==> src/rtl/serial_subtractor.sv <==
// serial_subtractor
//   Bit-serial N-bit subtractor: diff = A - B, one bit per clock, LSB first,
//   using a single full-subtractor slice and a borrow flip-flop.
//
// Ports
//   clk        rising-edge clock
//   rst_n      asynchronous active-low reset
//   in_valid   operand pair A/B valid
//   in_ready   block can accept an operand pair (high only in IDLE)
//   A, B       minuend / subtrahend, N bits
//   out_valid  result valid (high only in DONE)
//   out_ready  consumer accepts the result
//   diff       A - B modulo 2^N
//   bout       final borrow, 1 when A < B unsigned
//   ovf        signed overflow flag
//
// Configuration
//   SERIAL_SUBTRACTOR_OVF_EN  when defined, ovf reports two's-complement
//                             overflow; otherwise ovf is tied to 0.
//
// state | meaning
// IDLE  | waiting for an operand pair, in_ready = 1
// SHIFT | one bit slice per cycle, N cycles
// DONE  | result held, out_valid = 1 until out_ready

module serial_subtractor #(
  parameter int N = 4
) (
  input  logic         clk,
  input  logic         rst_n,
  input  logic         in_valid,
  output logic         in_ready,
  input  logic [N-1:0] A,
  input  logic [N-1:0] B,
  output logic         out_valid,
  input  logic         out_ready,
  output logic [N-1:0] diff,
  output logic         bout,
  output logic         ovf
);

  typedef enum logic [1:0] {
    IDLE  = 2'd0,
    SHIFT = 2'd1,
    DONE  = 2'd2
  } state_t;

  localparam int CW = $clog2(N + 1);
  localparam logic [CW-1:0] LAST = CW'(N - 1);

  state_t        state;
  state_t        state_nxt;
  logic [N-1:0]  a_sr;
  logic [N-1:0]  b_sr;
  logic          br;
  logic [CW-1:0] cnt;
  logic          d_bit;
  logic          br_nxt;
  logic          accept;
  logic          last_slice;

  // Full-subtractor slice on the operand LSBs.
  assign d_bit  = a_sr[0] ^ b_sr[0] ^ br;
  assign br_nxt = (~a_sr[0] & b_sr[0]) | (~a_sr[0] & br) | (b_sr[0] & br);

  assign accept     = (state == IDLE) && in_valid;
  assign last_slice = (state == SHIFT) && (cnt == LAST);

  always_comb begin
    state_nxt = state;
    in_ready  = 1'b0;
    out_valid = 1'b0;
    case (state)
      IDLE: begin
        in_ready = 1'b1;
        if (in_valid) state_nxt = SHIFT;
      end
      SHIFT: begin
        if (cnt == LAST) state_nxt = DONE;
      end
      DONE: begin
        out_valid = 1'b1;
        if (out_ready) state_nxt = IDLE;
      end
      default: state_nxt = IDLE;
    endcase
  end

  always_ff @(posedge clk or negedge rst_n) begin
    if (!rst_n) state <= IDLE;
    else        state <= state_nxt;
  end

  always_ff @(posedge clk or negedge rst_n) begin
    if (!rst_n) begin
      a_sr <= '0;
      b_sr <= '0;
      br   <= 1'b0;
      cnt  <= '0;
      diff <= '0;
      bout <= 1'b0;
    end else if (accept) begin
      a_sr <= A;
      b_sr <= B;
      br   <= 1'b0;
      cnt  <= '0;
    end else if (state == SHIFT) begin
      // Result bits enter at the MSB so that after N slices bit 0 sits at diff[0].
      diff <= {d_bit, diff[N-1:1]};
      a_sr <= a_sr >> 1;
      b_sr <= b_sr >> 1;
      br   <= br_nxt;
      cnt  <= cnt + CW'(1);
      if (last_slice) bout <= br_nxt;
    end
  end

`ifdef SERIAL_SUBTRACTOR_OVF_EN
  logic sign_a;
  logic sign_b;

  // The last slice's d_bit is the result sign bit.
  always_ff @(posedge clk or negedge rst_n) begin
    if (!rst_n) begin
      sign_a <= 1'b0;
      sign_b <= 1'b0;
      ovf    <= 1'b0;
    end else if (accept) begin
      sign_a <= A[N-1];
      sign_b <= B[N-1];
    end else if (last_slice) begin
      ovf <= (sign_a ^ sign_b) & (d_bit ^ sign_a);
    end
  end
`else
  assign ovf = 1'b0;
`endif

endmodule

==> config.mk <==
export PLATFORM = sky130hd
export DESIGN_NAME = serial_subtractor
export DESIGN_NICKNAME = d
export VERILOG_FILES = /design/src/rtl/serial_subtractor.sv
export SDC_FILE = /design/constraint.sdc
export NUM_CORES = 1
export LEC_CHECK = 0
export ABC_CLOCK_PERIOD_IN_PS = 3240
export CAP_MARGIN = 20
export CORE_MARGIN = 4
export CORE_UTILIZATION = 35
export DETAILED_ROUTE_END_ITERATION = 8
export SYNTH_ARGS = -nofsm -noshare
export SYNTH_HDL_FRONTEND = slang
export SYNTH_SLANG_ARGS = --single-unit
==> constraint.sdc <==
create_clock -name clk -period 3.24 [get_ports clk]
set_input_delay 0.324 -clock clk [delete_from_list [all_inputs] [get_ports clk]]
set_output_delay 0.324 -clock clk [all_outputs]
set_load 0.005 [all_outputs]
**Yosys cells after proc, flatten, opt, wreduce, memory -nomap -nowiden**

Cells that the tools add are included.

- Flip-flop bits (word level): 19
- Bits in latches: 0
- Bits in writable memories: 0
- ROM bits: 0
- Logic and storage cells: 44
- Memories: 0

- $add $sub $neg: 1
- $mul: 0
- Divide/modulo/power cells: 0
- Magnitude comparators: 0
- Equal/unequal tests: 6
- Shifts and indexed selects: 0
- Muxes and demuxes: 14
- Bitwise operators: 9
- Reductions and logical operators: 7

Operators by type and width:

| cell | count |
|---|---|
| $mux 4 | 4 |
| $mux 2 | 3 |
| $mux 3 | 2 |
| $pmux 2 s3 | 1 |
| $reduce_and 3->1 | 2 |
| $mux 1 | 4 |
| $ne 2x2->1 const B | 2 |
| $add 3x1->3 const B | 1 |
| $and 1x1->1 | 3 |
| $eq 3x2->1 const B | 1 |
| $eq 2x1->1 const B | 1 |
| $eq 2x2->1 const B | 1 |
| $logic_and 1x1->1 | 2 |
| $logic_not 2->1 | 1 |
| $ne 2x1->1 const B | 1 |
| $not 1->1 | 2 |
| $or 1x1->1 | 2 |
| $reduce_and 2->1 | 1 |
| $reduce_bool 2->1 | 1 |
| $xor 1x1->1 | 2 |

**Depth between registers and ports, before layout**

- Word-level depth: 6
- Gate-level depth with buffers: 5
- Depth with buffers taken out: 5

**Worst setup path before layout**

No wires, ideal clock.

- Path type: register to register
- From: register cnt[0]
- To: register bout
- Library setup time: 125 ps
- Arrival: 1105 ps
- Required time: 3115 ps
- Slack: 2010 ps
- Stages on the path, launching flop included: 5
- Buffers on the path: 0
- Clock period less this slack: 1230 ps
- Path through: dfrtp_1 -> ha_1 -> ha_1 -> nand2_2 -> mux2_4

- Word-level cells in the longest chain between the ends: 3

RTL lines:

| what | RTL line | RTL |
|---|---|---|
| start: declaration | 56 | `logic [CW-1:0] cnt;` |
| start signal: assignment | 113 | `cnt <= cnt + CW'(1);` |
| $eq 3x2->1 | 67 | `assign last_slice = (state == SHIFT) && (cnt == LAST);` |
| $logic_and 1x1->1 | 67 |  |
| $reduce_and 3->1 (no line) | n/a |  |
| end signal: assignment | 114 | `if (last_slice) bout <= br_nxt;` |
| end: declaration | 38 | `output logic bout,` |

No other way between the ends.
A chain may end at the register's enable or synchronous reset.

**Final worst setup path**

- From: register state[1]
- To: output out_valid

- Word-level cells in the longest chain between the ends: 2

RTL lines:

| what | RTL line | RTL |
|---|---|---|
| start: declaration | 51 | `state_t state;` |
| start signal: assignment | 91 | `else state <= state_nxt;` |
| $eq 2x2->1 | 73 | `case (state)` |
| $mux 1 | 73 |  |
| end: declaration | 35 | `output logic out_valid,` |

No other way between the ends.

==> results.yml <==
run_status:
  status: "finished, final reports clean"
timing:
  fin_skew_ps: 6.27
  max_slew_margin_pct: 43.3
  slew_viol_final: 0
  holdWs_ps: 481
  setup_viol: 0
  tightest_slew_ps: 847
  tns_ps: 0
  rsz0062_at_grt: "false"
  fin_ws_ps: 1340
  finalCritPeriodShare_pct: 58.6
  hold_viol_final: 0
  fmax_mhz: 527
  fin_crit_ps: 1900
clock_network:
  clock_path_buffers: 2
  htreeDepth: 1
  cts.sinks: 19
  clk_pin_slew_worst_paths_ps: 100
  cts_tree: "built"
  holdBufCountCts: 0
  post-cts-setup-buffers: 0
  cts_inserted_buffers: 3
  insertion_delay_ps: 300
  cts.repair.resized: 0
  root_buffer: "clkbuf_4"
setup_path:
  crit_type: "flip-flop to output pin"
  worstPathArrival_ps: 1570
  crit_required_ps: 2920
  timing.rr.end: "b_sr[0]"
  cp_top_family: "buffers and inverters"
  path_cells: "inv_2, nor2_1, clkdlybuf4s50_1"
  r2r_start: "state[1]"
  cp_slowest_stage_delay_ps: 520
  crit_path_start_kind: "flip-flop"
  worstRegToRegCells: 3
  endpoint_kind: "output pin"
  crit_fanout: 10
  cpMaxStageDelayCell: "dfrtp_1"
  r2r_setup_slack_ps: 1840
  critPathBufInv: 2
routing:
  wl_per_cell_um: 13.7
  dr.pass1.iters: 4
  ant_nets: 0
  post-route-drc-count: 0
  drt_iter0_drc: 16
  avgViaCountPerCell: 5.14
  vias: 678
  wl_mm: 1.80
logic_synthesis:
  netlist_area_um2: 873
  synth.area.top_cells: "dfrtp_1, o22ai_1, nand2_1, a21oi_1, ha_1"
  synth_edf_count: 0
  synth_top_area_share_pct: 54.4
  synthCells: 87
  yosysWarnings: 0
  async_reset_ff_share_pct: 100
  ys.flop_type: "dfrtp_1"
  ys_ff_latch: 19
  seq_area_frac_synth_pct: 54.4
  syn-num-nets: 102
  synth_area_per_cell_um2: 10.0
  yosysTopAreaCell: "dfrtp_1"
  ys_types: 23
global_route:
  gr-max-usage-layer: "met2"
  grt_use_met1_pct: 15.2
  grt_pass1_wl_mm: 3.18
  grt_pass1_vias: 726
  antenna_found_initial: 0
  grt_usage_pct: 12.2
  grt_max_degree: 20
  grtUsageMet2_pct: 19.4
  overflow: 0
  use_met3_pct: 5.35
layout:
  layout.nets: 120
  regArea_um2: 475
  postLayoutCoreUtil_pct: 47.2
  drive_above_1_share_pct: 6.73
  multi_input_area_um2: 353
  diodes: 0
  fillCellCount: 231
  stdcell_area_um2: 1080
  syn2layout_area_growth_pct: 24.2
worst_hold_path:
  min_path_cells: 2
  min_to: "diff[0]"
  worstHoldStart: "diff[0]"
  hold_class: "flip-flop to flip-flop"
job:
  max_cap_violations: 0
placed_design:
  place_congestion: 0.750
  placed_area_um2: 1060
  port-buffer-count: 18
  dp_hpwl_mm: 1.29
  place_ws_ps: 1620
floorplanning:
  die_h_um: 58.0
  die_x_um: 58.0
  rows: 17
  initial_core_util_pct: 38.0
  pin_count: 20
  coreArea_um2: 2300
  die-area_um2: 3360
power_and_ir_drop:
  leakage_nw: 0.480
  ir_worst_vdd_uv: 494
  cellPowerDensity_nw_per_um2: 909
cells by family (layout without fill, tap and decap cells):
logic type               count (synthesis)  in the layout  synth area share (%)
flip-flops                              19             19                  54.4
adder cells (fa/ha/maj)                  3              3                  5.16
AND/OR/NAND/NOR                         24             24                  12.6
AO/OA/AOI/OAI                           30             30                  20.5
other                                    1              1                 0.429
multiplexers                             1              1                  1.72
buffers and inverters                    9             26                  5.16
synth_stat cells, types with 2 or more instances:
| cell type | instances |
|---|---|
| a21oi_1 | 7 |
| a22o_1 | 2 |
| buf_2 | 3 |
| buf_4 | 2 |
| dfrtp_1 | 19 |
| ha_1 | 2 |
| inv_1 | 3 |
| nand2_1 | 13 |
| nand2b_1 | 2 |
| nor2_1 | 4 |
| nor2b_1 | 2 |
| o21ai_0 | 3 |
| o21ai_1 | 4 |
| o22ai_1 | 12 |
layout make-up:
| type | count | share of cell area, % |
|---|---|---|
| sequential | 19 | 43.8 |
| multi-input combinational | 59 | 32.5 |
| timing repair buffer | 18 | 16.6 |
| tap | 28 | 3.23 |
| clock buffer | 4 | 2.42 |
| inverter | 4 | 1.38 |
worst max path at each step:
stage | from | slack [ps] | cells after the start | end
2_1_floorplan | cnt[0] | 2010 | 4 | bout
3_3_place_gp | in_valid | 1640 | 4 | a_sr[0]
3_5_place_dp | in_valid | 1620 | 4 | a_sr[0]
4_1_cts | state[1] | 1330 | 3 | out_valid
5_1_grt | state[1] | 1210 | 3 | out_valid
6_report | state[1] | 1340 | 3 | out_valid
per-stage QoR:
| step | total power [mW] | cells |
|---|---|---|
| global placement | 0.870 | 128 |
| CTS | 1.00 | 132 |
| detailed placement | 0.881 | 128 |
| global route | 1.09 | 132 |
| finish | 0.986 | 132 |
| floorplan | 0.723 | 87 |
sequential cells by signal (all words and copies together) (netlist names):
name	count
b_sr	4
bout	1
br	1
diff	4
a_sr	4
cnt	3
state	2
report_power, final:
| group | switching, mW | leakage [nW] | internal [mW] |
|---|---|---|---|
| Sequential | 0.0945 | 0.235 | 0.347 |
| Combinational | 0.209 | 0.230 | 0.219 |
| Clock | 0.0699 | 0.0150 | 0.0479 |
| Total | 0.373 | 0.480 | 0.613 |
cell usage in the layout (no fill, tap or decap):
cell type | netlist | layout
and2b_2 | 1 | 1
mux2_4 | 1 | 1
a21oi_1 | 7 | 7
ha_1 | 2 | 2
conb_1 | 1 | 1
o2bb2ai_1 | 1 | 1
o22ai_1 | 12 | 12
o21ai_1 | 4 | 4
nand2_1 | 13 | 13
a22o_1 | 2 | 2
o21ai_0 | 3 | 3
dfrtp_1 | 19 | 19
or2_1 | 1 | 1
o31ai_1 | 1 | 1
nor2_1 | 4 | 4
fa_1 | 1 | 1
nor2b_1 | 2 | 2
nand2_2 | 1 | 1
inv_2 | 1 | 1
clkdlybuf4s50_1 | 0 | 18
nand2b_1 | 2 | 2
clkbuf_4 | 0 | 3
inv_1 | 3 | 3
clkbuf_1 | 0 | 1
worst min-delay path: stages (launching register included):
cell	delay [ps]
dfrtp_1	350
nand2_1	50
nand2_1	50
layer usage:
metal	vias up	part of all wire (%)	wire length [um]
met5	-	0	0
li1	334	-	-
met3	5	6.8	122
met4	0	1.4	25
met2	17	45	820
met1	322	46	834
No activity file was read; power rests on OpenSTA's default activity.
